**src/rtl/sys_trap_if.sv**
```systemverilog
// sys_trap_if: CPU-side bus of the trap controller.
//   master : CPU / stimulus side (drives irq, mask write, syscall, boundary, privilege, rti)
//   slave  : sys_trap_ctrl side (drives strobes, cause, pending, mask, status)
interface sys_trap_if #(
  parameter int NUM_IRQ = 8,
  parameter int CAUSE_W = 4
);
  logic [NUM_IRQ-1:0] irq;
  logic               irq_mask_we;
  logic [NUM_IRQ-1:0] irq_mask_in;
  logic [NUM_IRQ-1:0] irq_mask;
  logic               syscall;
  logic               instr_boundary;
  logic               privilage;
  logic               rti;
  logic               to_sys;
  logic               privilage_we;
  logic               privilage_level;
  logic [CAUSE_W-1:0] trap_cause;
  logic [NUM_IRQ-1:0] irq_pending;
  logic               in_trap;
  logic               trap_fault;

  modport master (
    output irq, irq_mask_we, irq_mask_in, syscall, instr_boundary, privilage, rti,
    input  irq_mask, to_sys, privilage_we, privilage_level, trap_cause,
           irq_pending, in_trap, trap_fault
  );

  modport slave (
    input  irq, irq_mask_we, irq_mask_in, syscall, instr_boundary, privilage, rti,
    output irq_mask, to_sys, privilage_we, privilage_level, trap_cause,
           irq_pending, in_trap, trap_fault
  );
endinterface

```
**src/rtl/sys_trap_ctrl.sv**
```systemverilog
// sys_trap_ctrl: trap/interrupt controller feeding the privilege register.
//   clk, rst : clock, asynchronous active-high reset
//   bus      : sys_trap_if.slave
//     irq/irq_mask_we/irq_mask_in -> edge-latched interrupts, mask register
//     syscall/instr_boundary      -> software trap, taken only at a boundary
//     privilage/rti               -> current level, return-from-interrupt pulse
//     to_sys                      -> 1-cycle trap-entry pulse (drop to level 0)
//     privilage_we/_level         -> 1-cycle restore of the saved level
//     trap_cause                  -> 0 = syscall, i+1 = irq[i]
//     irq_pending/in_trap/trap_fault -> status

// Per-line edge detector and pending latch.
module sys_trap_irq_cell (
  input  logic clk,
  input  logic rst,
  input  logic irq,
  input  logic take,
  output logic pending
);
  logic irq_prev;

  always_ff @(posedge clk or posedge rst) begin
    if (rst) begin
      irq_prev <= 1'b0;
      pending  <= 1'b0;
    end else begin
      irq_prev <= irq;
      // A fresh edge in the take cycle must not be lost: set beats clear.
      if (irq && !irq_prev) pending <= 1'b1;
      else if (take)        pending <= 1'b0;
    end
  end
endmodule

module sys_trap_ctrl #(
  parameter int NUM_IRQ = 8,
  parameter int CAUSE_W = 4
) (
  input  logic          clk,
  input  logic          rst,
  sys_trap_if.slave     bus
);
  typedef enum logic [1:0] {IDLE, ENTER, IN_TRAP, RETURN} state_t;

  state_t             state;
  logic [NUM_IRQ-1:0] mask;
  logic [NUM_IRQ-1:0] pending;
  logic [NUM_IRQ-1:0] elig;
  logic [NUM_IRQ-1:0] lowest;
  logic [NUM_IRQ-1:0] take_vec;
  logic [CAUSE_W-1:0] irq_cause;
  logic               take;
  logic               saved_priv;
  logic               to_sys_q;
  logic               pwe_q;
  logic [CAUSE_W-1:0] cause_q;
  logic               fault_q;

  // Arbitration uses the mask register as it stood before any same-cycle write.
  assign elig   = pending & mask;
  assign lowest = elig & (~elig + NUM_IRQ'(1));
  assign take   = (state == IDLE) && bus.instr_boundary && (bus.syscall || (|elig));
  // syscall outranks interrupts, so no pending bit is consumed then.
  assign take_vec = (take && !bus.syscall) ? lowest : '0;

  always_comb begin
    irq_cause = '0;
    for (int i = NUM_IRQ - 1; i >= 0; i--)
      if (elig[i]) irq_cause = CAUSE_W'(i + 1);
  end

  genvar g;
  generate
    for (g = 0; g < NUM_IRQ; g++) begin : g_irq
      sys_trap_irq_cell u_cell (
        .clk     (clk),
        .rst     (rst),
        .irq     (bus.irq[g]),
        .take    (take_vec[g]),
        .pending (pending[g])
      );
    end
  endgenerate

  always_ff @(posedge clk or posedge rst) begin
    if (rst) begin
      state      <= IDLE;
      mask       <= '0;
      saved_priv <= 1'b0;
      to_sys_q   <= 1'b0;
      pwe_q      <= 1'b0;
      cause_q    <= '0;
      fault_q    <= 1'b0;
    end else begin
      to_sys_q <= 1'b0;
      pwe_q    <= 1'b0;
      if (bus.irq_mask_we) mask <= bus.irq_mask_in;
      // rti is only meaningful while parked in IN_TRAP.
      if (bus.rti && state != IN_TRAP) fault_q <= 1'b1;
      case (state)
        IDLE: begin
          if (take) begin
            state      <= ENTER;
            to_sys_q   <= 1'b1;
            saved_priv <= bus.privilage;
            cause_q    <= bus.syscall ? '0 : irq_cause;
          end
        end
        ENTER: state <= IN_TRAP;
        IN_TRAP: begin
          // No nesting: a syscall inside a trap handler is a protocol error.
          if (bus.syscall && bus.instr_boundary) fault_q <= 1'b1;
          if (bus.rti) begin
            state <= RETURN;
            pwe_q <= 1'b1;
          end
        end
        RETURN:  state <= IDLE;
        default: state <= IDLE;
      endcase
    end
  end

  assign bus.irq_mask        = mask;
  assign bus.irq_pending     = pending;
  assign bus.to_sys          = to_sys_q;
  assign bus.privilage_we    = pwe_q;
  assign bus.privilage_level = saved_priv;
  assign bus.trap_cause      = cause_q;
  assign bus.in_trap         = (state != IDLE);
  assign bus.trap_fault      = fault_q;
endmodule

```
**src/flat_wrapper.sv**
```systemverilog
// flat-port wrapper written by rule: the top's interface ports become plain ports
module sys_trap_ctrl_flat 
#(
  parameter int NUM_IRQ = 8,
  parameter int CAUSE_W = 4
)
  (clk, rst, bus_irq, bus_irq_mask_we, bus_irq_mask_in, bus_syscall, bus_instr_boundary, bus_privilage, bus_rti, bus_irq_mask, bus_to_sys, bus_privilage_we, bus_privilage_level, bus_trap_cause, bus_irq_pending, bus_in_trap, bus_trap_fault);
  sys_trap_if #(.NUM_IRQ(NUM_IRQ), .CAUSE_W(CAUSE_W)) bus_i ();
  input  logic clk;
  input  logic rst;
  input wire logic [$bits(bus_i.irq)-1:0] bus_irq;
  input wire logic [$bits(bus_i.irq_mask_we)-1:0] bus_irq_mask_we;
  input wire logic [$bits(bus_i.irq_mask_in)-1:0] bus_irq_mask_in;
  input wire logic [$bits(bus_i.syscall)-1:0] bus_syscall;
  input wire logic [$bits(bus_i.instr_boundary)-1:0] bus_instr_boundary;
  input wire logic [$bits(bus_i.privilage)-1:0] bus_privilage;
  input wire logic [$bits(bus_i.rti)-1:0] bus_rti;
  output wire logic [$bits(bus_i.irq_mask)-1:0] bus_irq_mask;
  output wire logic [$bits(bus_i.to_sys)-1:0] bus_to_sys;
  output wire logic [$bits(bus_i.privilage_we)-1:0] bus_privilage_we;
  output wire logic [$bits(bus_i.privilage_level)-1:0] bus_privilage_level;
  output wire logic [$bits(bus_i.trap_cause)-1:0] bus_trap_cause;
  output wire logic [$bits(bus_i.irq_pending)-1:0] bus_irq_pending;
  output wire logic [$bits(bus_i.in_trap)-1:0] bus_in_trap;
  output wire logic [$bits(bus_i.trap_fault)-1:0] bus_trap_fault;
  assign bus_i.irq = bus_irq;
  assign bus_i.irq_mask_we = bus_irq_mask_we;
  assign bus_i.irq_mask_in = bus_irq_mask_in;
  assign bus_i.syscall = bus_syscall;
  assign bus_i.instr_boundary = bus_instr_boundary;
  assign bus_i.privilage = bus_privilage;
  assign bus_i.rti = bus_rti;
  assign bus_irq_mask = bus_i.irq_mask;
  assign bus_to_sys = bus_i.to_sys;
  assign bus_privilage_we = bus_i.privilage_we;
  assign bus_privilage_level = bus_i.privilage_level;
  assign bus_trap_cause = bus_i.trap_cause;
  assign bus_irq_pending = bus_i.irq_pending;
  assign bus_in_trap = bus_i.in_trap;
  assign bus_trap_fault = bus_i.trap_fault;
  sys_trap_ctrl #(.NUM_IRQ(NUM_IRQ), .CAUSE_W(CAUSE_W)) u_core (.clk(clk), .rst(rst), .bus(bus_i));
endmodule
```
**config.mk**
```make
export PLATFORM = sky130hd
export DESIGN_NAME = sys_trap_ctrl_flat
export DESIGN_NICKNAME = d
export VERILOG_FILES = /design/src/rtl/sys_trap_if.sv /design/src/rtl/sys_trap_ctrl.sv /design/src/flat_wrapper.sv
export SDC_FILE = /design/constraint.sdc
export NUM_CORES = 1
export LEC_CHECK = 0
export BUFFER_PORTS_ARGS = -buffer_cell sky130_fd_sc_hd__buf_4
export CORE_ASPECT_RATIO = 1.1
export CORE_MARGIN = 8
export CORE_UTILIZATION = 53
export DETAILED_ROUTE_END_ITERATION = 8
export PLACE_DENSITY = 0.84
export SLEW_MARGIN = 15
export SYNTH_ARGS = -nofsm -noshare
export SYNTH_HDL_FRONTEND = slang
export SYNTH_SLANG_ARGS = --single-unit
```
**constraint.sdc**
```tcl
create_clock -name clk -period 4.4 [get_ports clk]
set_clock_uncertainty 0.2 [all_clocks]
set_input_delay 0.22 -clock clk [delete_from_list [all_inputs] [get_ports clk]]
set_output_delay 0.22 -clock clk [all_outputs]
set_load 0.005 [all_outputs]
```
==> summary.md, run 1 <==
| Metric | Value |
|---|---|
| Status | finished clean |
| FF+latch count, synth | 34 |
| Via Count | 1,237 |
| Crit Reg-Reg Startpoint | u_core.bus.irq_mask[2] |
| Critical Path RT | 4.41 ns |
| EDFF count, synth | 0 |
| Number of global-route vias before repair | 1,369 |
| Share of synthesized flip-flops with an asynchronous set or reset | 100% |
| Setup TNS Final | 0 ns |
| Synth top area cells | dfrtp_1, mux2_2, buf_4, nand2_1, inv_1 |
| RePlAce Congestion | 0.800 |
| Syn Nets | 155 |
| # H-tree levels | 2 |
| Leakage | 0.00101 uW |
| Number of gates resized after cts | 0 |
| Post-Syn Area per Cell | 11.5 sq um |
| Critical path endpoint category | flip-flop |
| Initial antenna violation count | 0 |
| DRT iter0 DRCs | 64 |
| Hold Path Depth | 2 |
| Chip height | 71.4 microns |
| Gr ovfl total | 0 |
| Sequential share of the synthesized area | 57.5% |
| Core Area | 2700 sq um |
| YS warnings | 0 |
| Number of distinct library cells after synthesis | 28 |
| CTS max path bufs | 2 |
| CTS tree | built |
| HPWL after DPL | 2600 microns |
| Max cap viols | 0 |
| I/O Buffers | 47 |
| R2r setup slk | 2.28 ns |
| Pre-antenna DRT Iters | 5 |
| Count leader, synth | dfrtp_1 |
| RSZ-0062 raised after global routing | false |
| Minimum clock period | 2.12 ns |
| HP Class | in2reg |
| Cells after synthesis | 129 |
| First-pass GRT wire length | 6400 microns |
| Vias per cell | 5.43 |
| Netlist area before placement | 1480 sq um |
| Area Overhead vs Synth | 39.6% |
| Max-slew violations | 0 |
| Die X | 66.4 microns |
| Fmax | 0.472 GHz |
| Dpl cells | 200 |
| Fin nets | 221 |
| Critical path fanouts, max | 10 |
| # IOs | 48 |
| Initial Utilization | 54.8% |
| Min setup slack post-route | 2.28 ns |
| Worst Tran Pin Value | 0.580 ns |
| Final setup viols | 0 |
| Hold Path Origin | bus_irq_mask_we |
| Wirelength per Cell | 16.5 microns |
| WL final | 3770 microns |
| Hold Path Sink | u_core.bus.irq_mask[4] |
| Share of the synthesized area in the top cell type | 57.5% |
| Num CTS Buffers | 5 |
| Clk sinks | 34 |
| FF-to-FF End | u_core.bus.privilage_level |
| Worst-path clk slew | 0.09 ns |
| Pre-CTS WS | 2.34 ns |
| Crit path arrival time | 2.13 ns |
| Crit start category | flip-flop |
| Worst-case reg-to-reg path depth | 3 |
| Kind of critical path | reg2reg |
| Layout cells sized above 1 | 33.8% |
| Smallest hold slack | 0.0428 ns |
| Pwr per Cell Area | 389 nW/um^2 |
| Layout Cells excl Fill | 228 |
| Final hold viol count | 0 |
| Clock root buffer | clkbuf_4 |
| Worst skew pair latency | 0.32 ns |
| VDD IR max | 0.000362 V |
| Largest net degree at the start of global routing | 35 |
| DRC | 0 |
| Fin crit share | 48.2% |
| Post-route ant nets | 0 |
| Area of the die | 4740 sq um |
| Yosys top cell by area | dfrtp_1 |
| Diode count | 0 |
| Gr usage total | 17.3% |
| Slew HR | 61.3% |
| Post-synth top cells | dfrtp_1, nand2_1, inv_1 |
| Top FF cell, synth | dfrtp_1 |
| Core Rows | 20 |
==> where the power goes <==
part	switching (uW)	internal [uW]	leakage, uW	total (uW)
sequential	37.5	359	0.000383	396
clock	91.7	60.2	0.0000254	152
combinational	113	143	0.000606	255
==> routing by layer <==
layer / vias to the layer above / wire, microns / track usage (%)
met2: 58 / 1930 / 30.1
met1: 597 / 1480 / 18.2
met3: 10 / 266 / 5.62
met5: - / 0 / 0
li1: 572 / - / -
met4: 0 / 100 / 7.60
==> cells in the final DEF (no fill, tap or decap), types with 3 or more instances in the layout <==
cell type | synthesis | layout
dlygate4sd3_1 | 0 | 21
nand2_1 | 16 | 16
dfrtp_1 | 34 | 34
mux2_2 | 9 | 9
nor2b_1 | 3 | 3
o21ai_0 | 9 | 9
ha_1 | 3 | 3
buf_4 | 9 | 48
a22o_1 | 6 | 6
nand3_1 | 4 | 4
inv_1 | 14 | 14
clkbuf_4 | 0 | 5
==> area by class of cell <==
type	instances	area, sq um
multi-input combinational	71	505
inverter	14	52.6
fill	175	637
sequential	34	851
timing repair buffer	69	571
tap	33	41.3
clock buffer	7	45.0
==> cells by family after synthesis <==
family,count (synthesis),synth area share (%)
multiplexers,10,7.86
buffers and inverters,24,8.37
adder cells (fa/ha/maj),3,2.54
AO/OA/AOI/OAI,28,13.9
AND/OR/NAND/NOR,30,9.81
flip-flops,34,57.5
==> through the flow <==
stage	total power [uW]	area [sq um]	util, %
floorplan	536	1480	-
global placement	624	1810	67.0
detailed placement	640	1810	67.0
CTS	807	2070	76.4
global route	856	2070	76.4
finish	804	2070	76.4
==> flip-flops by register name, summed over array words and instances, names as in the netlist <==
signal and count:
u_core.bus.irq_mask 8, u_core.bus.trap_cause 4, u_core.bus.trap_fault 1, u_core.g_irq.u_cell.pending 8, u_core.bus.privilage_we 1, u_core.g_irq.u_cell.irq_prev 8
u_core.bus.privilage_level 1, u_core.state 2, u_core.bus.to_sys 1
==> how the worst max path moves through the flow <==
stage	start	to	slack [ns]	depth (start not counted)
after global placement	u_core.g_irq[1].u_cell.pending	u_core.bus.privilage_level	2.36	3
after detailed placement	u_core.bus.irq_mask[3]	u_core.bus.privilage_level	2.34	3
after CTS	u_core.bus.irq_mask[2]	u_core.bus.privilage_level	2.32	3
final	u_core.bus.irq_mask[2]	u_core.bus.privilage_level	2.28	3
after floorplan	u_core.bus.irq_mask[2]	u_core.bus.privilage_level	2.55	4
after global routing	u_core.bus.irq_mask[3]	u_core.bus.privilage_level	2.17	3
==> repair_timing <==
item                      CTS  global route
hold endpoints to repair   62             0
buffers inserted            0             0
hold buffers               21             0
==> critical path, cell delays in order, from the launching register on <==
cell and delay (ns):
dfrtp_1 0.45, a222oi_1 0.53, a41o_1 0.45, mux2_2 0.38
(Power assumes the default switching activity.)
==> run 2: changes to the inputs <==
Settings changed: ABC_AREA set to 1, CORE_UTILIZATION 53 to 50, PLACE_DENSITY 0.84 to 0.79.
Clock period 4.4 ns to 2 ns, I/O delays scaled along.
==> run 2 against run 1 <==
  * Via count increased by 9.6%
  * Synthesized cell count increased by 30%
  * Global-route usage decreased by 1.8 points
  * Critical endpoint is now u_core.g_irq[6].u_cell.pending
  * Highest routed layer unchanged
==> summary.md, run 2 <==
| Metric | Value |
|---|---|
| EDFF count, synth | 0 |
| CTS tree | built |
| Chip height | 75.2 microns |
| Minimum clock period | 1.86 ns |
| Register Area | 851 sq um |
| Synth top area cells | dfrtp_1, nand2_1, inv_1, mux2_2, buf_4 |
| Syn Nets | 194 |
| Critical Path RT | 2.02 ns |
| Area of the die | 5250 sq um |
| Share of the synthesized area in the top cell type | 53.4% |
| Clock root buffer | clkbuf_4 |
| RePlAce Congestion | 0.790 |
| Gr ovfl total | 0 |
| Crit start category | flip-flop |
| Crit path arrival time | 1.88 ns |
| Wirelength per Cell | 14.0 microns |
| WL final | 3900 microns |
| Most common cell after layout, fill and taps aside | buf_4 |
| Share of synthesized flip-flops with an asynchronous set or reset | 100% |
| Netlist area before placement | 1590 sq um |
| DRT iter0 DRCs | 35 |
| Core Rows | 21 |
| Vias per cell | 4.88 |
| Critical path endpoint category | flip-flop |
| Yosys top cell by area | dfrtp_1 |
| HP Class | in2async |
| Critical path fanouts, max | 12 |
| Worst skew pair latency | 0.33 ns |
| Max cap viols | 0 |
| Worst-path clk slew | 0.09 ns |
| CTS max path bufs | 2 |
| Initial antenna violation count | 0 |
| Status | finished clean |
| Max-slew violations | 0 |
| DRC | 0 |
| RSZ-0062 raised after global routing | false |
| Met1 Routed Length | 1400 microns |
| Top FF cell, synth | dfrtp_1 |
| Post-synth top cells | nand2_1, dfrtp_1, inv_1, buf_4, mux2_2 |
| Worst-case reg-to-reg path depth | 7 |
| YS warnings | 0 |
| Crit Reg-Reg Startpoint | u_core.state[0] |
| Commonest non-fill, non-tap cells in the layout | buf_4, nand2_1, dfrtp_1 |
| Number of distinct library cells after synthesis | 21 |
| R2r setup slk | 0.14 ns |
| Setup TNS Final | 0 ns |
| HPWL after DPL | 2800 microns |
| Layout cells sized above 1 | 34.0% |
| Post-Syn Area per Cell | 9.49 sq um |
| Fin crit share | 93.0% |
| Final setup viols | 0 |
| Number of global-route vias before repair | 1,461 |
| Die X | 69.8 microns |
| Worst Tran Pin Value | 0.291 ns |
| Area of the multi-input gates | 584 sq um |
| Dpl cells | 241 |
| Post-route ant nets | 0 |
| I/O Buffers | 47 |
| Routed wl met3 | 327 microns |
| Gr usage total | 15.4% |
| CP Cell Sequence | inv_1 > ha_1 > nand2_1 > inv_1 > nand3_2 > o21ai_0 > nand2_1 |
| Count leader, synth | nand2_1 |
| Kind of critical path | reg2reg |
| Clk sinks | 34 |
| Met2 WL post-DR | 2080 microns |
| Fin nets | 270 |
| Cells after synthesis | 168 |
| Worst path bufs/invs | 2 |
| Fmax | 0.538 GHz |
| CP delay by family, top | simple AND/OR/NAND/NOR gates |
| Number of gates resized after cts | 0 |
| Leakage | 0.00114 uW |
| Via Count | 1,356 |
| Diode count | 0 |
| Layout Cells excl Fill | 278 |
| Core Area | 3050 sq um |
| First-pass GRT wire length | 6330 microns |
| Largest net degree at the start of global routing | 19 |
| Num CTS Buffers | 5 |
| Sequential share of the synthesized area | 53.4% |
| Smallest hold slack | 0.152 ns |
| VDD IR max | 0.000678 V |
| # IOs | 48 |
| # H-tree levels | 2 |
| Initial Utilization | 52.3% |
| Filler instances | 219 |
| Pwr per Cell Area | 829 nW/um^2 |
| Pre-antenna DRT Iters | 4 |
| Highest metal used | met4 |
| Area Overhead vs Synth | 42.6% |
| CP peak stage delay | 0.39 ns |
| Final hold viol count | 0 |
| Crit-path slowest cell | dfrtp_1 |
| Slew HR | 80.6% |
| FF+latch count, synth | 34 |
| FF-to-FF End | u_core.g_irq[6].u_cell.pending |
-- run 2: cell types whose count changed after synthesis, moves of 4 or more --
cell / previous run / this run
nor2_1: 1 / 5
nand2_2: 0 / 6
nand2_1: 16 / 48
nand2_4: 0 / 4
o21ai_2: 0 / 6
o21ai_0: 9 / 5
inv_1: 14 / 21
a22o_1: 6 / 0
o21ai_1: 0 / 4
-- run 2: per-layer routing --
metal / GRT usage, % / up-vias
met2: 27.7 / 37
met1: 13.8 / 643
met3: 8.70 / 10
met4: 7.81 / 0
met5: 0 / -
li1: - / 666
-- run 2: area by class of cell --
cell class	count	area share [%]
sequential	34	37.4
inverter	22	3.63
tap	34	1.87
clock buffer	7	1.98
multi-input combinational	102	25.7
timing repair buffer	79	29.4
-- run 2: worst max-delay path by stage --
stage	slack, ns	from	to	cells past startpoint
global placement	0.25	u_core.state[0]	u_core.g_irq[2].u_cell.pending	7
detailed placement	0.13	u_core.state[0]	u_core.g_irq[6].u_cell.pending	7
floorplan	0.45	u_core.state[0]	u_core.g_irq[7].u_cell.pending	8
CTS	0.06	bus_irq_mask_in[0]	u_core.bus.irq_mask[0]	6
finish	0.14	u_core.state[0]	u_core.g_irq[6].u_cell.pending	7
global route	0.03	u_core.state[1]	u_core.g_irq[2].u_cell.pending	7
-- run 2: through the flow --
step                      total power, uW  area [sq um]  utilization, %  worst slack (ns)
final                                1890          2270            74.6             0.140
after global placement               1460          1930            63.3             0.249
after floorplan                      1270          1590               -             0.454
after CTS                            1910          2270            74.6            0.0622
after global routing                 2020          2270            74.6            0.0279
after detailed placement             1520          1930            63.3             0.130
-- run 2: power by group --
part | switching [uW] | leakage, uW | internal [uW] | total (uW)
combinational | 344 | 0.000727 | 342 | 686
clock | 200 | 0.0000254 | 132 | 332
sequential | 73.6 | 0.000385 | 793 | 867
-- run 2: repair_timing --
action / CTS / global route
endpoints found under the setup margin: 0 / 1
buffers inserted: 0 / 0
hold buffers: 30 / 1
endpoints found under the hold margin: 63 / 1
-- run 2: cell families after synthesis --
| family | synth area share (%) |
|---|---|
| mux | 4.95 |
| flops | 53.4 |
| compound gates | 6.75 |
| simple gates | 22.6 |
| fa+ha+maj | 2.36 |
| buf+inv | 9.97 |
-- run 2: tightest hold or removal path: stages --
cell	delay, ns
dlygate4sd3_1	0.53
buf_4	0.13
inv_1	0.06
buf_4	0.23
